<file path="src/rtl/bus_mon_uart.sv">
// Host bus monitor with UART output.
// Samples the 8080-style host bus of an S1D13700 (write and optionally read strobes) and an
// optional STN FPFRAME marker, tags each event with a 3-bit sequence number, queues it in a
// FIFO and sends every entry as two 8N1 bytes (header, then data) on sout.
//
// Ports:
//   clk     - monitor clock
//   rst_x   - asynchronous active-low reset
//   ce_x    - host chip select, active low (asynchronous to clk)
//   a0      - host address (0 = data, 1 = command)
//   wr_x    - host write strobe, active low
//   rd_x    - host read strobe, active low
//   dat     - host data bus
//   fpframe - STN frame sync, active high
//   sout    - UART serial output, idle high
//   busy    - FIFO non-empty or UART frame in progress
//   ovf     - sticky overflow flag
//
// Header byte: {1'b1, type[1:0], a0, lost, seq[2:0]}; type 00 = write, 01 = read, 10 = frame.
module bus_mon_uart #(
  parameter int unsigned CLK_DIV    = 16,
  parameter int unsigned FIFO_DEPTH = 16,
  parameter int unsigned CAP_RD     = 1,
  parameter int unsigned CAP_FRM    = 1
) (
  input  logic       clk,
  input  logic       rst_x,
  input  logic       ce_x,
  input  logic       a0,
  input  logic       wr_x,
  input  logic       rd_x,
  input  logic [7:0] dat,
  input  logic       fpframe,
  output logic       sout,
  output logic       busy,
  output logic       ovf
);

  localparam int unsigned AW = $clog2(FIFO_DEPTH);
  localparam logic [15:0] BitLast = 16'(CLK_DIV - 1);
  // Synchroniser layout {fpframe, dat[7:0], rd_x, wr_x, a0, ce_x}; reset to an idle bus.
  localparam logic [12:0] SyncIdle = 13'h000D;

  localparam logic [1:0] StIdle  = 2'd0;
  localparam logic [1:0] StStart = 2'd1;
  localparam logic [1:0] StBits  = 2'd2;
  localparam logic [1:0] StStop  = 2'd3;

  logic [12:0] s1_q, s2_q;
  logic [2:0]  strb_q;        // {fpframe, rd_x, wr_x} one cycle behind s2_q
  logic [8:0]  cap_q;         // {dat, a0} as held on the final strobe-low cycle

  logic        wr_ev, rd_ev, frm_ev, bus_ev;
  logic [1:0]  bus_type;

  logic [15:0] mem_q [FIFO_DEPTH];
  logic [AW:0] wptr_q, wptr_d, rptr_q, rptr_d;
  logic        empty, full, pop, push, do_push, drop_frm;
  logic [15:0] entry;

  logic [2:0]  seq_q, seq_d, pend_seq_q, pend_seq_d;
  logic [7:0]  frm_cnt_q, frm_cnt_d, pend_cnt_q, pend_cnt_d;
  logic        pend_q, pend_d, lost_q, lost_d, ovf_q, ovf_d;

  logic [1:0]  state_q, state_d;
  logic [15:0] cnt_q, cnt_d, sh_q, sh_d;
  logic [2:0]  bit_q, bit_d;
  logic        sel_q, sel_d;  // 0 = header byte, 1 = data byte
  logic        tick;
  logic [7:0]  cur_byte;

  assign wr_ev    = s2_q[2] & ~strb_q[0] & ~s2_q[0];
  assign rd_ev    = (CAP_RD != 0) & s2_q[3] & ~strb_q[1] & ~s2_q[0];
  assign frm_ev   = (CAP_FRM != 0) & s2_q[12] & ~strb_q[2];
  assign bus_ev   = wr_ev | rd_ev;
  assign bus_type = wr_ev ? 2'b00 : 2'b01;

  assign empty = (wptr_q == rptr_q);
  assign full  = (wptr_q[AW] != rptr_q[AW]) && (wptr_q[AW-1:0] == rptr_q[AW-1:0]);
  assign pop   = (state_q == StIdle) && !empty;

  // Event arbitration: a bus event wins the push slot; a coincident frame edge waits in the
  // one-deep pending register, and a further frame edge while it is occupied is dropped.
  always_comb begin
    push       = 1'b0;
    drop_frm   = 1'b0;
    entry      = '0;
    seq_d      = seq_q;
    frm_cnt_d  = frm_cnt_q;
    pend_d     = pend_q;
    pend_seq_d = pend_seq_q;
    pend_cnt_d = pend_cnt_q;
    if (bus_ev) begin
      push  = 1'b1;
      entry = {1'b1, bus_type, cap_q[0], lost_q, seq_q, cap_q[8:1]};
      if (frm_ev) begin
        frm_cnt_d = frm_cnt_q + 8'd1;
        seq_d     = seq_q + 3'd2;
        if (pend_q) begin
          drop_frm = 1'b1;
        end else begin
          pend_d     = 1'b1;
          pend_seq_d = seq_q + 3'd1;
          pend_cnt_d = frm_cnt_q;
        end
      end else begin
        seq_d = seq_q + 3'd1;
      end
    end else if (pend_q) begin
      push   = 1'b1;
      entry  = {1'b1, 2'b10, 1'b0, lost_q, pend_seq_q, pend_cnt_q};
      pend_d = frm_ev;
      if (frm_ev) begin
        pend_seq_d = seq_q;
        pend_cnt_d = frm_cnt_q;
        frm_cnt_d  = frm_cnt_q + 8'd1;
        seq_d      = seq_q + 3'd1;
      end
    end else if (frm_ev) begin
      push      = 1'b1;
      entry     = {1'b1, 2'b10, 1'b0, lost_q, seq_q, frm_cnt_q};
      frm_cnt_d = frm_cnt_q + 8'd1;
      seq_d     = seq_q + 3'd1;
    end
  end

  // A pop in the same cycle frees a slot, so a push into a full FIFO still succeeds.
  always_comb begin
    do_push = push & (~full | pop);
    lost_d  = lost_q;
    ovf_d   = ovf_q;
    if (drop_frm || (push && !do_push)) begin
      lost_d = 1'b1;
      ovf_d  = 1'b1;
    end else if (do_push) begin
      lost_d = 1'b0;
    end
    wptr_d = wptr_q + (AW+1)'(do_push);
    rptr_d = rptr_q + (AW+1)'(pop);
  end

  assign tick     = (cnt_q == BitLast);
  assign cur_byte = sel_q ? sh_q[7:0] : sh_q[15:8];

  always_comb begin
    state_d = state_q;
    cnt_d   = tick ? 16'd0 : cnt_q + 16'd1;
    bit_d   = bit_q;
    sel_d   = sel_q;
    sh_d    = sh_q;
    case (state_q)
      StIdle: begin
        cnt_d = 16'd0;
        if (!empty) begin
          sh_d    = mem_q[rptr_q[AW-1:0]];
          sel_d   = 1'b0;
          state_d = StStart;
        end
      end
      StStart: if (tick) begin
        bit_d   = 3'd0;
        state_d = StBits;
      end
      StBits: if (tick) begin
        if (bit_q == 3'd7) state_d = StStop;
        else               bit_d   = bit_q + 3'd1;
      end
      StStop: if (tick) begin
        if (!sel_q) begin
          sel_d   = 1'b1;
          state_d = StStart;
        end else begin
          state_d = StIdle;
        end
      end
      default: state_d = StIdle;
    endcase
  end

  always_comb begin
    case (state_q)
      StStart: sout = 1'b0;
      StBits:  sout = cur_byte[bit_q];
      default: sout = 1'b1;
    endcase
  end

  assign busy = !empty || (state_q != StIdle);
  assign ovf  = ovf_q;

  always_ff @(posedge clk) begin
    if (do_push) mem_q[wptr_q[AW-1:0]] <= entry;
  end

  always_ff @(posedge clk or negedge rst_x) begin
    if (!rst_x) begin
      s1_q       <= SyncIdle;
      s2_q       <= SyncIdle;
      strb_q     <= 3'b011;
      cap_q      <= '0;
      wptr_q     <= '0;
      rptr_q     <= '0;
      seq_q      <= '0;
      frm_cnt_q  <= '0;
      pend_q     <= 1'b0;
      pend_seq_q <= '0;
      pend_cnt_q <= '0;
      lost_q     <= 1'b0;
      ovf_q      <= 1'b0;
      state_q    <= StIdle;
      cnt_q      <= '0;
      bit_q      <= '0;
      sel_q      <= 1'b0;
      sh_q       <= '0;
    end else begin
      s1_q       <= {fpframe, dat, rd_x, wr_x, a0, ce_x};
      s2_q       <= s1_q;
      strb_q     <= {s2_q[12], s2_q[3], s2_q[2]};
      cap_q      <= {s2_q[11:4], s2_q[1]};
      wptr_q     <= wptr_d;
      rptr_q     <= rptr_d;
      seq_q      <= seq_d;
      frm_cnt_q  <= frm_cnt_d;
      pend_q     <= pend_d;
      pend_seq_q <= pend_seq_d;
      pend_cnt_q <= pend_cnt_d;
      lost_q     <= lost_d;
      ovf_q      <= ovf_d;
      state_q    <= state_d;
      cnt_q      <= cnt_d;
      bit_q      <= bit_d;
      sel_q      <= sel_d;
      sh_q       <= sh_d;
    end
  end

endmodule

</file>
<file path="config.mk">
export PLATFORM = sky130hd
export DESIGN_NAME = bus_mon_uart
export DESIGN_NICKNAME = d
export VERILOG_FILES = /design/src/rtl/bus_mon_uart.sv
export SDC_FILE = /design/constraint.sdc
export NUM_CORES = 1
export LEC_CHECK = 0
export CAP_MARGIN = 0
export CORE_MARGIN = 2
export CORE_UTILIZATION = 45
export CTS_CLUSTER_DIAMETER = 80
export DETAILED_ROUTE_END_ITERATION = 10
export RECOVER_POWER = 50
export SLEW_MARGIN = 40
export SYNTH_ARGS = -nofsm -noshare
export SYNTH_HDL_FRONTEND = slang
export SYNTH_SLANG_ARGS = --single-unit
</file>
<file path="constraint.sdc">
create_clock -name clk -period 6.8 [get_ports clk]
set_input_delay 0.68 -clock clk [delete_from_list [all_inputs] [get_ports clk]]
set_output_delay 0.68 -clock clk [all_outputs]
set_load 0.05 [all_outputs]
</file>
Word level (Yosys, flattened, before mapping). Memory sizes are Yosys's and may differ from the RTL's. A register that Yosys moved wholly into a read port is not among the register bits. Cells that the tools add are included.

Word-level logic and storage cells: 127. Memories: 1. Bits in registers: 95. Bits in writable memories: 256. Output and inout port bits: 3. Input bits: 15.

Bitwise operators: 14. Add/sub/neg operators: 7. Reductions and logical operators: 20. Multiplexer cells: 50. Eq/ne operators: 17. Order comparisons: 1.

Memories: mem_q (words 16, bits a word 16, rd ports 1, clocked after memory_dff 1, wr ports 1, line 56) `logic [15:0] mem_q [FIFO_DEPTH];`.

Operators with widths (count): 16-bit 2-to-1 mux (5); 8-bit 2-to-1 mux (6); 3-bit 2-to-1 mux (11); 1-bit 2-to-1 mux (18); 2-bit inequality test, second input constant (9); 16-bit by 1-bit adder with 16-bit output, second input constant (1); 16-bit by 4-bit equality test with 1-bit output, second input constant (1); 2-bit nonzero test (6); 5-bit by 1-bit adder with 5-bit output (2); 2-bit 2-to-1 mux (5); 8-bit by 1-bit adder with 8-bit output, second input constant (1); 2-bit case mux with 4 select lines (1); 4-bit AND reduction (2); 3-bit by 1-bit adder with 3-bit output, second input constant (2); 1-bit AND (6); 1-bit NOT (6); 3-bit case mux with 2 select lines (1); 5-bit equality test (1); 5-bit AND reduction (1); 2-bit equality test, second input constant (2); 4-bit equality test (1); 3-bit by 4-bit < comparator with 1-bit output, second input constant (1); 1-bit case mux with 2 select lines (2); 3-bit by 2-bit adder with 3-bit output, second input constant (1); 11 further kinds (17).

Depth between registers and ports, before layout. Gate-level depths: netlist of the first run.

Word-level depth: 10. Mapped depth: 10. Mapped depth without buffers: 9.

Worst setup path before layout of the first run. No wires, ideal clock.

Kind: register to register. Start: register state_q[0]. End: memory mem_q[0][0], enable pin. Data arrival time: 2.412 ns. Clock period less this slack: 2.821 ns. Cell stages (with the launch flop): 7. Buffers on the path: 0. Slack: 3.979 ns. Library setup time: 0.409 ns. Cells stage by stage: dfrtp_1 inv_1 ha_1 nor2_1 a221oi_2 nand2b_1 nor3_1.

Longest elaborated chain between the ends: 6.

Ends and longest elaborated chain: from (decl) (line 65) `logic [1:0] state_q, state_d;`; from (signal assigned) (line 210) `state_q <= StIdle;`; from (signal assigned) (line 229) `state_q <= state_d;`; 2-bit logical NOT (line 80) `assign pop = (state_q == StIdle) && !empty;`; 1-bit logical AND (line 80); 1-bit OR (line 129) `do_push = push & (~full | pop);`; 1-bit AND (line 129); 1-bit 2-to-1 mux (line 192) `if (do_push) mem_q[wptr_q[AW-1:0]] <= entry;`; 1-bit 2-to-1 mux (not written as such) (line 192); to (decl) (line 56).

Every way passes these cells.

Worst setup path in the final report of the first run.
Start: register rptr_q[0]. End: register rptr_q[2].

Longest elaborated chain between the ends: 4.

Ends and longest elaborated chain: from (decl) (line 57) `logic [AW:0] wptr_q, wptr_d, rptr_q, rptr_d;`; from (signal assigned) (line 221) `rptr_q <= rptr_d;`; 5-bit equality test (line 78) `assign empty = (wptr_q == rptr_q);`; 1-bit logical NOT (line 80); 1-bit logical AND (line 80); 5-bit by 1-bit adder with 5-bit output (*) (line 139) `rptr_d = rptr_q + (AW+1)'(pop);`; named net rptr_d[2] (line 57).

The timed path passes the listed nets; every way through them passes the cells marked *. A chain may end at the register's enable or synchronous reset.

==> results of run 1 <==
==> metrics by stage <==
step	power, mW	setup WS (ps)	hold WS [ps]
2_1_floorplan	4.33	3980	331
3_3_place_gp	4.84	3580	333
3_5_place_dp	4.91	3520	335
4_1_cts	7.04	3110	142
5_1_grt	7.29	1720	348
6_report	6.96	2150	340
==> state kept, by name, summed over array words and instances, names as in the netlist <==
name,flops
pend_seq_q,3
bit_q,3
mem_q,256
lost_q,1
s1_q,13
ovf,1
cap_q,9
wptr_q,5
state_q,2
rptr_q,5
sel_q,1
cnt_q,16
sh_q,16
seq_q,3
frm_cnt_q,8
strb_q,3
pend_q,1
s2_q,13
pend_cnt_q,8
==> where the power goes <==
group	internal (mW)	leakage (nW)	switching, mW	total (mW)
clock	1.28	0.638	0.842	2.13
sequential	2.82	3.73	0.271	3.09
combinational	0.760	1.60	0.991	1.75
total	4.86	5.97	2.10	6.96
==> critical path, stage by stage, from the launching register on <==
cell	delay (ps)
sky130_fd_sc_hd__dfrtp_1	1740
sky130_fd_sc_hd__xnor2_1	250
sky130_fd_sc_hd__nand4_1	160
sky130_fd_sc_hd__o21ai_0	1530
sky130_fd_sc_hd__inv_1	160
sky130_fd_sc_hd__ha_1	290
sky130_fd_sc_hd__ha_1	220
sky130_fd_sc_hd__xor2_1	160
==> layer usage <==
layer | share of wire | wire [um]
met1 | 0.43 | 12900
met2 | 0.50 | 15000
met3 | 0.044 | 1320
met4 | 0.029 | 881
met5 | 0 | 0
==> cell type report <==
| class | instances | area share |
|---|---|---|
| multi-input cells | 400 | 0.227 |
| clock inverters | 22 | 0.0131 |
| inverters | 12 | 0.00274 |
| well taps | 402 | 0.0306 |
| flip-flops and latches | 367 | 0.638 |
| clock buffers | 48 | 0.0659 |
| repair buffers | 48 | 0.0223 |
==> final timing paths <==
check / start / endpoint / slack (ps)
setup / recovery: rptr_q[0] / rptr_q[2] / 2150
hold / removal: s2_q[1] / cap_q[0] / 340
setup reg to reg: rptr_q[0] / rptr_q[2] / 2150
hold reg to reg: s2_q[1] / cap_q[0] / 340
max in group asynchronous: rst_x / s2_q[1] / 4510
min in group asynchronous: rst_x / cnt_q[12] / 770
==> logic make-up after synthesis <==
| family | after synthesis |
|---|---|
| compound gates | 111 |
| xor+xnor | 35 |
| fa+ha+maj | 16 |
| buf+inv | 53 |
| flops | 367 |
| mux | 83 |
| simple gates | 155 |
==> cell usage in the layout, fill, tap and decap left out, drive strengths merged, types with 12 or more instances in the layout <==
cell and count:
clkinv 16, ha 16, xnor2 20, dlygate4sd3 14, mux2 12, a21o 18
a21oi 28, a22oi 33, nand2 44, mux4 68, xor2 15, o21ai 19
inv 12, nor2 48, clkbuf 59, edfxtp 256, nand3 14, buf 21
dfrtp 103
==> run_summary.xml, run 1 <==
<?xml version="1.0" encoding="UTF-8"?>
<metrics>
  <group name="status">
    <metric name="status" unit="">finished, violations left</metric>
    <metric name="violations" unit="">max-capacitance violations, max-slew violations</metric>
  </group>
  <group name="place">
    <metric name="gp_routability_congestion" unit="">0.789</metric>
    <metric name="portBuffers" unit="">17</metric>
    <metric name="placedInstanceArea" unit="mm^2">0.0152</metric>
    <metric name="place_hpwl" unit="mm">18.9</metric>
    <metric name="dpl.cell_count" unit="">1229</metric>
  </group>
  <group name="pwr">
    <metric name="irDropWorstVdd" unit="V">0.000252</metric>
    <metric name="power_leakage" unit="nW">5.97</metric>
    <metric name="power_per_cell_area" unit="mW/mm^2">424</metric>
  </group>
  <group name="finish">
    <metric name="final.fill_count" unit="">2555</metric>
    <metric name="net_count_of_the_finished_layout" unit="">899</metric>
    <metric name="diodes" unit="">0</metric>
    <metric name="postLayoutCoreUtil" unit="">0.520</metric>
    <metric name="layout.cells.non_filler" unit="">1299</metric>
    <metric name="layout-area-overhead-vs-synth" unit="%">13.9</metric>
    <metric name="final_layout_size_suffix_gt1_frac" unit="">0.196</metric>
    <metric name="design_area" unit="mm^2">0.0164</metric>
    <metric name="multiInputGateArea" unit="mm^2">0.00373</metric>
    <metric name="final-seq-area" unit="mm^2">0.0105</metric>
  </group>
  <group name="floorplan">
    <metric name="floorplan.io_pins" unit="">18</metric>
    <metric name="core_area" unit="mm^2">0.0316</metric>
    <metric name="die-width" unit="um">183</metric>
    <metric name="initial_utilization" unit="">0.457</metric>
    <metric name="row_count" unit="">65</metric>
    <metric name="floorplan.die_area" unit="mm^2">0.0335</metric>
    <metric name="floorplan.die.height" unit="um">183</metric>
  </group>
  <group name="route">
    <metric name="total_via_count_after_detailed_routing" unit="">7391</metric>
    <metric name="finalWirelength" unit="mm">30.1</metric>
    <metric name="viasPerCell" unit="">5.69</metric>
    <metric name="avgRoutedWirePerCell" unit="um">23.2</metric>
    <metric name="dr_pass1_iterations" unit="">5</metric>
    <metric name="final_antenna_net_count" unit="">0</metric>
    <metric name="drt_iter0_drc" unit="">580</metric>
    <metric name="drt_drc_violations_left" unit="">0</metric>
  </group>
  <group name="setup_path">
    <metric name="timing_worst_setup_path_type" unit="">reg2reg</metric>
    <metric name="end_kind" unit="">flip-flop</metric>
    <metric name="crit_fanout" unit="">33</metric>
    <metric name="worstPathArrival" unit="ps">5040</metric>
    <metric name="reg2regPathDepth" unit="">7</metric>
    <metric name="crit_required" unit="ps">7190</metric>
    <metric name="start_kind" unit="">flip-flop</metric>
  </group>
  <group name="synth">
    <metric name="syn_inst" unit="">820</metric>
    <metric name="yosysWarningCount" unit="">0</metric>
    <metric name="ys_async_sr_fraction" unit="">0.302</metric>
    <metric name="ys_seq_elements" unit="">367</metric>
    <metric name="synth_cell_type_count" unit="">43</metric>
    <metric name="yosysTopAreaCell" unit="">sky130_fd_sc_hd__edfxtp_1</metric>
    <metric name="synthSimpleGateAreaFrac" unit="">0.0500</metric>
    <metric name="dominant_combinational_cell_family_by_area_after_synthesis" unit="">multiplexers</metric>
    <metric name="post-synth-top-area-fraction" unit="">0.533</metric>
    <metric name="synth.top_cells.by_area" unit="">sky130_fd_sc_hd__edfxtp_1, sky130_fd_sc_hd__dfrtp_1, sky130_fd_sc_hd__mux4_2</metric>
    <metric name="synth_enable_flop_cells" unit="">256</metric>
    <metric name="synthesis.area" unit="mm^2">0.0144</metric>
    <metric name="synthMuxAreaShare" unit="">0.118</metric>
    <metric name="syn_area_per_cell" unit="um^2">17.6</metric>
    <metric name="post_synth_most_frequent_cells" unit="">sky130_fd_sc_hd__edfxtp_1, sky130_fd_sc_hd__dfrtp_1, sky130_fd_sc_hd__mux4_2, sky130_fd_sc_hd__nor2_1, sky130_fd_sc_hd__nand2_1</metric>
    <metric name="yosys.area_share.xor_xnor" unit="">0.0213</metric>
    <metric name="synth.net_count" unit="">851</metric>
    <metric name="synth_area_in_adders" unit="">0.0139</metric>
    <metric name="synth_compound_gate_area_share" unit="">0.0514</metric>
    <metric name="synth_sequential_area_ratio" unit="">0.727</metric>
    <metric name="postSynth.topFlopCell" unit="">sky130_fd_sc_hd__edfxtp_1</metric>
    <metric name="yosys.cell_count.top_type" unit="">sky130_fd_sc_hd__edfxtp_1</metric>
  </group>
  <group name="grt">
    <metric name="busiest_layer" unit="">met2</metric>
    <metric name="vias_in_the_first_global_route" unit="">7818</metric>
    <metric name="grt.met3_usage" unit="">0.0314</metric>
    <metric name="use_met2" unit="">0.315</metric>
    <metric name="grt-ovfl-total" unit="">0</metric>
    <metric name="antenna_violations_before_repair" unit="">0</metric>
    <metric name="grt_first_pass_wirelength" unit="mm">47.0</metric>
    <metric name="grt_max_degree" unit="">73</metric>
    <metric name="grtUsageTotal" unit="">0.188</metric>
    <metric name="grt.met1_usage" unit="">0.254</metric>
  </group>
  <group name="timing">
    <metric name="timing.setup.tns" unit="ps">0</metric>
    <metric name="setup_viol" unit="">0</metric>
    <metric name="unrepaired_setup_endpoints_after_global_routing" unit="">no</metric>
    <metric name="max_slew.worst_pin.slew" unit="ps">2120</metric>
    <metric name="final_min_period_over_clock_period" unit="">0.685</metric>
    <metric name="final_hold_viol_count" unit="">0</metric>
    <metric name="post-route-min-period" unit="ps">4650</metric>
    <metric name="fmax" unit="MHz">215</metric>
    <metric name="max_slew_margin" unit="">-0.414</metric>
    <metric name="finalClockSkew" unit="ps">12.4</metric>
    <metric name="pins_over_slew_limit" unit="">88</metric>
  </group>
  <group name="worst_hold_path">
    <metric name="path_type_of_the_worst_min_delay_path" unit="">reg2reg</metric>
    <metric name="whs_path_depth" unit="">0</metric>
  </group>
  <group name="run">
    <metric name="timing.max_cap.violations" unit="">3</metric>
  </group>
  <group name="clocking">
    <metric name="cts-buffers-inserted" unit="">39</metric>
    <metric name="post_cts_hold_buffer_count" unit="">0</metric>
    <metric name="clkSlewWorstSetupHoldPaths" unit="ps">60</metric>
    <metric name="clockBufferDepth" unit="">3</metric>
    <metric name="ctsResizeCount" unit="">0</metric>
    <metric name="clock_tree.root_cell" unit="">sky130_fd_sc_hd__clkbuf_16</metric>
    <metric name="cts_tree" unit="">yes</metric>
    <metric name="cts_num_sinks" unit="">367</metric>
    <metric name="clock_insertion_delay_worst_skew" unit="ps">520</metric>
    <metric name="post_cts_setup_bufs" unit="">0</metric>
    <metric name="cts_max_level" unit="">2</metric>
  </group>
</metrics>
Power figures use the tool's default switching activity.
==> inputs of run 2 (changes only) <==
==> constraint.sdc (replaced) <==
create_clock -name clk -period 4.2 [get_ports clk]
set_input_delay 0.42 -clock clk [delete_from_list [all_inputs] [get_ports clk]]
set_output_delay 0.42 -clock clk [all_outputs]
set_load 0.05 [all_outputs]
==> run 2 against run 1 <==
Compared with the run above: the run still ends with max-capacitance violations, max-slew violations left; core utilization about the same; count of clock-buffer cells in the layout increased by 5; die area unchanged; global-route usage grew 0.42 points; setup slack worse by 1300 ps; wire length grew 2.7%; non-clock buffer count grew 15; first-iteration DRC count grew 24%; clock power increased by 54%; power up 59%; cell area barely moved; largest power group unchanged.
==> run_summary.xml, run 2 (synthesis gave the netlist of run 1 again) <==
<?xml version="1.0" encoding="UTF-8"?>
<metrics>
  <group name="route">
    <metric name="final_antenna_net_count" unit="">0</metric>
    <metric name="drt_iter0_drc" unit="">721</metric>
    <metric name="finalWirelength" unit="mm">30.9</metric>
    <metric name="dr_pass1_iterations" unit="">7</metric>
    <metric name="drt_drc_violations_left" unit="">0</metric>
    <metric name="total_via_count_after_detailed_routing" unit="">7499</metric>
    <metric name="avgRoutedWirePerCell" unit="um">23.5</metric>
    <metric name="viasPerCell" unit="">5.71</metric>
  </group>
  <group name="timing">
    <metric name="pins_over_slew_limit" unit="">48</metric>
    <metric name="post-route-min-period" unit="ps">3370</metric>
    <metric name="final_min_period_over_clock_period" unit="">0.801</metric>
    <metric name="fmax" unit="MHz">297</metric>
    <metric name="whs" unit="ps">346</metric>
    <metric name="unrepaired_setup_endpoints_after_global_routing" unit="">no</metric>
    <metric name="timing.setup.tns" unit="ps">0</metric>
    <metric name="finalClockSkew" unit="ps">13.2</metric>
    <metric name="max_slew_margin" unit="">-0.737</metric>
    <metric name="max_slew.worst_pin.slew" unit="ps">2610</metric>
    <metric name="setup_viol" unit="">0</metric>
    <metric name="final_hold_viol_count" unit="">0</metric>
  </group>
  <group name="clocking">
    <metric name="post_cts_setup_bufs" unit="">0</metric>
    <metric name="cts_max_level" unit="">2</metric>
    <metric name="cts-buffers-inserted" unit="">38</metric>
    <metric name="clkSlewWorstSetupHoldPaths" unit="ps">60</metric>
    <metric name="ctsResizeCount" unit="">0</metric>
    <metric name="post_cts_hold_buffer_count" unit="">1</metric>
    <metric name="clock_insertion_delay_worst_skew" unit="ps">510</metric>
    <metric name="clockBufferDepth" unit="">3</metric>
    <metric name="clock_tree.root_cell" unit="">sky130_fd_sc_hd__clkbuf_16</metric>
    <metric name="cts_tree" unit="">yes</metric>
    <metric name="cts_num_sinks" unit="">367</metric>
  </group>
  <group name="floorplan">
    <metric name="floorplan.io_pins" unit="">18</metric>
    <metric name="core_area" unit="mm^2">0.0316</metric>
    <metric name="row_count" unit="">65</metric>
    <metric name="die-width" unit="um">183</metric>
    <metric name="initial_utilization" unit="">0.457</metric>
    <metric name="floorplan.die_area" unit="mm^2">0.0335</metric>
    <metric name="floorplan.die.height" unit="um">183</metric>
  </group>
  <group name="finish">
    <metric name="diodes" unit="">0</metric>
    <metric name="final_layout_size_suffix_gt1_frac" unit="">0.191</metric>
    <metric name="max_reg_flops" unit="">256</metric>
    <metric name="net_count_of_the_finished_layout" unit="">913</metric>
    <metric name="layout-area-overhead-vs-synth" unit="%">13.9</metric>
    <metric name="commonest_non_fill_non_tap_cell_in_the_layout" unit="">sky130_fd_sc_hd__edfxtp_1</metric>
    <metric name="commonest_cells_after_routing_fill_and_taps_aside" unit="">sky130_fd_sc_hd__edfxtp_1, sky130_fd_sc_hd__dfrtp_1, sky130_fd_sc_hd__mux4_2</metric>
  </group>
  <group name="worst_hold_path">
    <metric name="whs_path_depth" unit="">0</metric>
    <metric name="path_type_of_the_worst_min_delay_path" unit="">reg2reg</metric>
  </group>
  <group name="setup_path">
    <metric name="start_kind" unit="">flip-flop</metric>
    <metric name="r2r_end" unit="">mem_q[11][6]</metric>
    <metric name="reg2regPathDepth" unit="">7</metric>
    <metric name="reg2reg_setup_slack" unit="ps">830</metric>
    <metric name="crit_required" unit="ps">4340</metric>
    <metric name="crit_fanout" unit="">19</metric>
    <metric name="end_kind" unit="">flip-flop</metric>
    <metric name="timing_worst_setup_path_type" unit="">reg2reg</metric>
    <metric name="critPathLaunch" unit="">strb_q[2]</metric>
    <metric name="worst_r2r_startpoint" unit="">strb_q[2]</metric>
    <metric name="timing.critical_path.to" unit="">mem_q[11][6]</metric>
    <metric name="worstPathArrival" unit="ps">3510</metric>
  </group>
  <group name="grt">
    <metric name="grtUsageTotal" unit="">0.192</metric>
    <metric name="grt_max_degree" unit="">67</metric>
    <metric name="grt_first_pass_wirelength" unit="mm">47.7</metric>
    <metric name="vias_in_the_first_global_route" unit="">7978</metric>
    <metric name="antenna_violations_before_repair" unit="">0</metric>
    <metric name="grt-ovfl-total" unit="">0</metric>
  </group>
  <group name="place">
    <metric name="place_hpwl" unit="mm">19.3</metric>
    <metric name="portBuffers" unit="">17</metric>
    <metric name="gp_routability_congestion" unit="">0.823</metric>
  </group>
  <group name="pwr">
    <metric name="power_per_cell_area" unit="mW/mm^2">676</metric>
    <metric name="irDropWorstVdd" unit="V">0.000346</metric>
    <metric name="power" unit="mW">11.1</metric>
    <metric name="power_leakage" unit="nW">6.00</metric>
  </group>
  <group name="status">
    <metric name="status" unit="">finished, violations left</metric>
    <metric name="violations" unit="">max-capacitance violations, max-slew violations</metric>
  </group>
  <group name="run">
    <metric name="timing.max_cap.violations" unit="">1</metric>
  </group>
</metrics>
-- run 2: changes by cell type in the layout (fill, tap and decap cells not counted), moves of 2 or more --
cell and delta:
sky130_fd_sc_hd__nor2_2 -5, sky130_fd_sc_hd__bufinv_16 -3, sky130_fd_sc_hd__buf_4 +11, sky130_fd_sc_hd__clkinv_1 +2
sky130_fd_sc_hd__a221oi_1 +2, sky130_fd_sc_hd__nor2_1 +5, sky130_fd_sc_hd__clkinvlp_4 -2, sky130_fd_sc_hd__clkbuf_1 +7
sky130_fd_sc_hd__clkbuf_16 +2, sky130_fd_sc_hd__a221oi_2 -2
-- run 2: worst min path at each step --
stage | start | end | slack (ps)
final | s1_q[5] | s2_q[5] | 350
after global routing | s1_q[5] | s2_q[5] | 350
after CTS | ce_x | s1_q[0] | 290
after floorplan | rst_x | bit_q[0] | 120
after detailed placement | s1_q[5] | s2_q[5] | 330
after global placement | s2_q[4] | cap_q[1] | 330
-- run 2: layer usage --
metal / vias up / track usage / share of wire
li1: 3296 / - / -
met1: 3916 / 0.256 / 0.42
met2: 227 / 0.325 / 0.49
met3: 60 / 0.0344 / 0.057
met4: 0 / 0.0605 / 0.029
met5: - / 0 / 0
-- run 2: final cells by class --
| cell class | instances | area, um^2 |
|---|---|---|
| clock buffers | 53 | 1130 |
| multi-input cells | 400 | 3690 |
| clock inverters | 17 | 100 |
| fillers | 2476 | 15100 |
| well taps | 402 | 503 |
| flip-flops and latches | 367 | 10500 |
| inverters | 12 | 45.0 |
| repair buffers | 63 | 464 |
-- run 2: power breakdown --
group,internal (mW),switching [mW],total (mW),leakage (nW)
clock,1.95,1.33,3.28,0.612
sequential,4.56,0.406,4.97,3.73
combinational,1.23,1.62,2.85,1.66
total,7.74,3.36,11.1,6.00
-- run 2: worst max-delay path, stage by stage (launching register included) --
cell and delay (ps):
sky130_fd_sc_hd__dfrtp_1 360, sky130_fd_sc_hd__nor2b_1 100, sky130_fd_sc_hd__clkbuf_1 650, sky130_fd_sc_hd__nor2_1 230
sky130_fd_sc_hd__a221oi_1 730, sky130_fd_sc_hd__nand2_1 170, sky130_fd_sc_hd__nor2_1 180, sky130_fd_sc_hd__clkbuf_1 560
-- run 2: stage by stage --
stage	instance area (um^2)	utilization	setup slack, ps	cells
2_1_floorplan	14400	-	1380	820
3_3_place_gp	15200	0.483	1340	1243
3_5_place_dp	15200	0.483	1120	1243
4_1_cts	16500	0.523	921	1314
5_1_grt	16400	0.520	437	1314
6_report	16400	0.520	834	1314
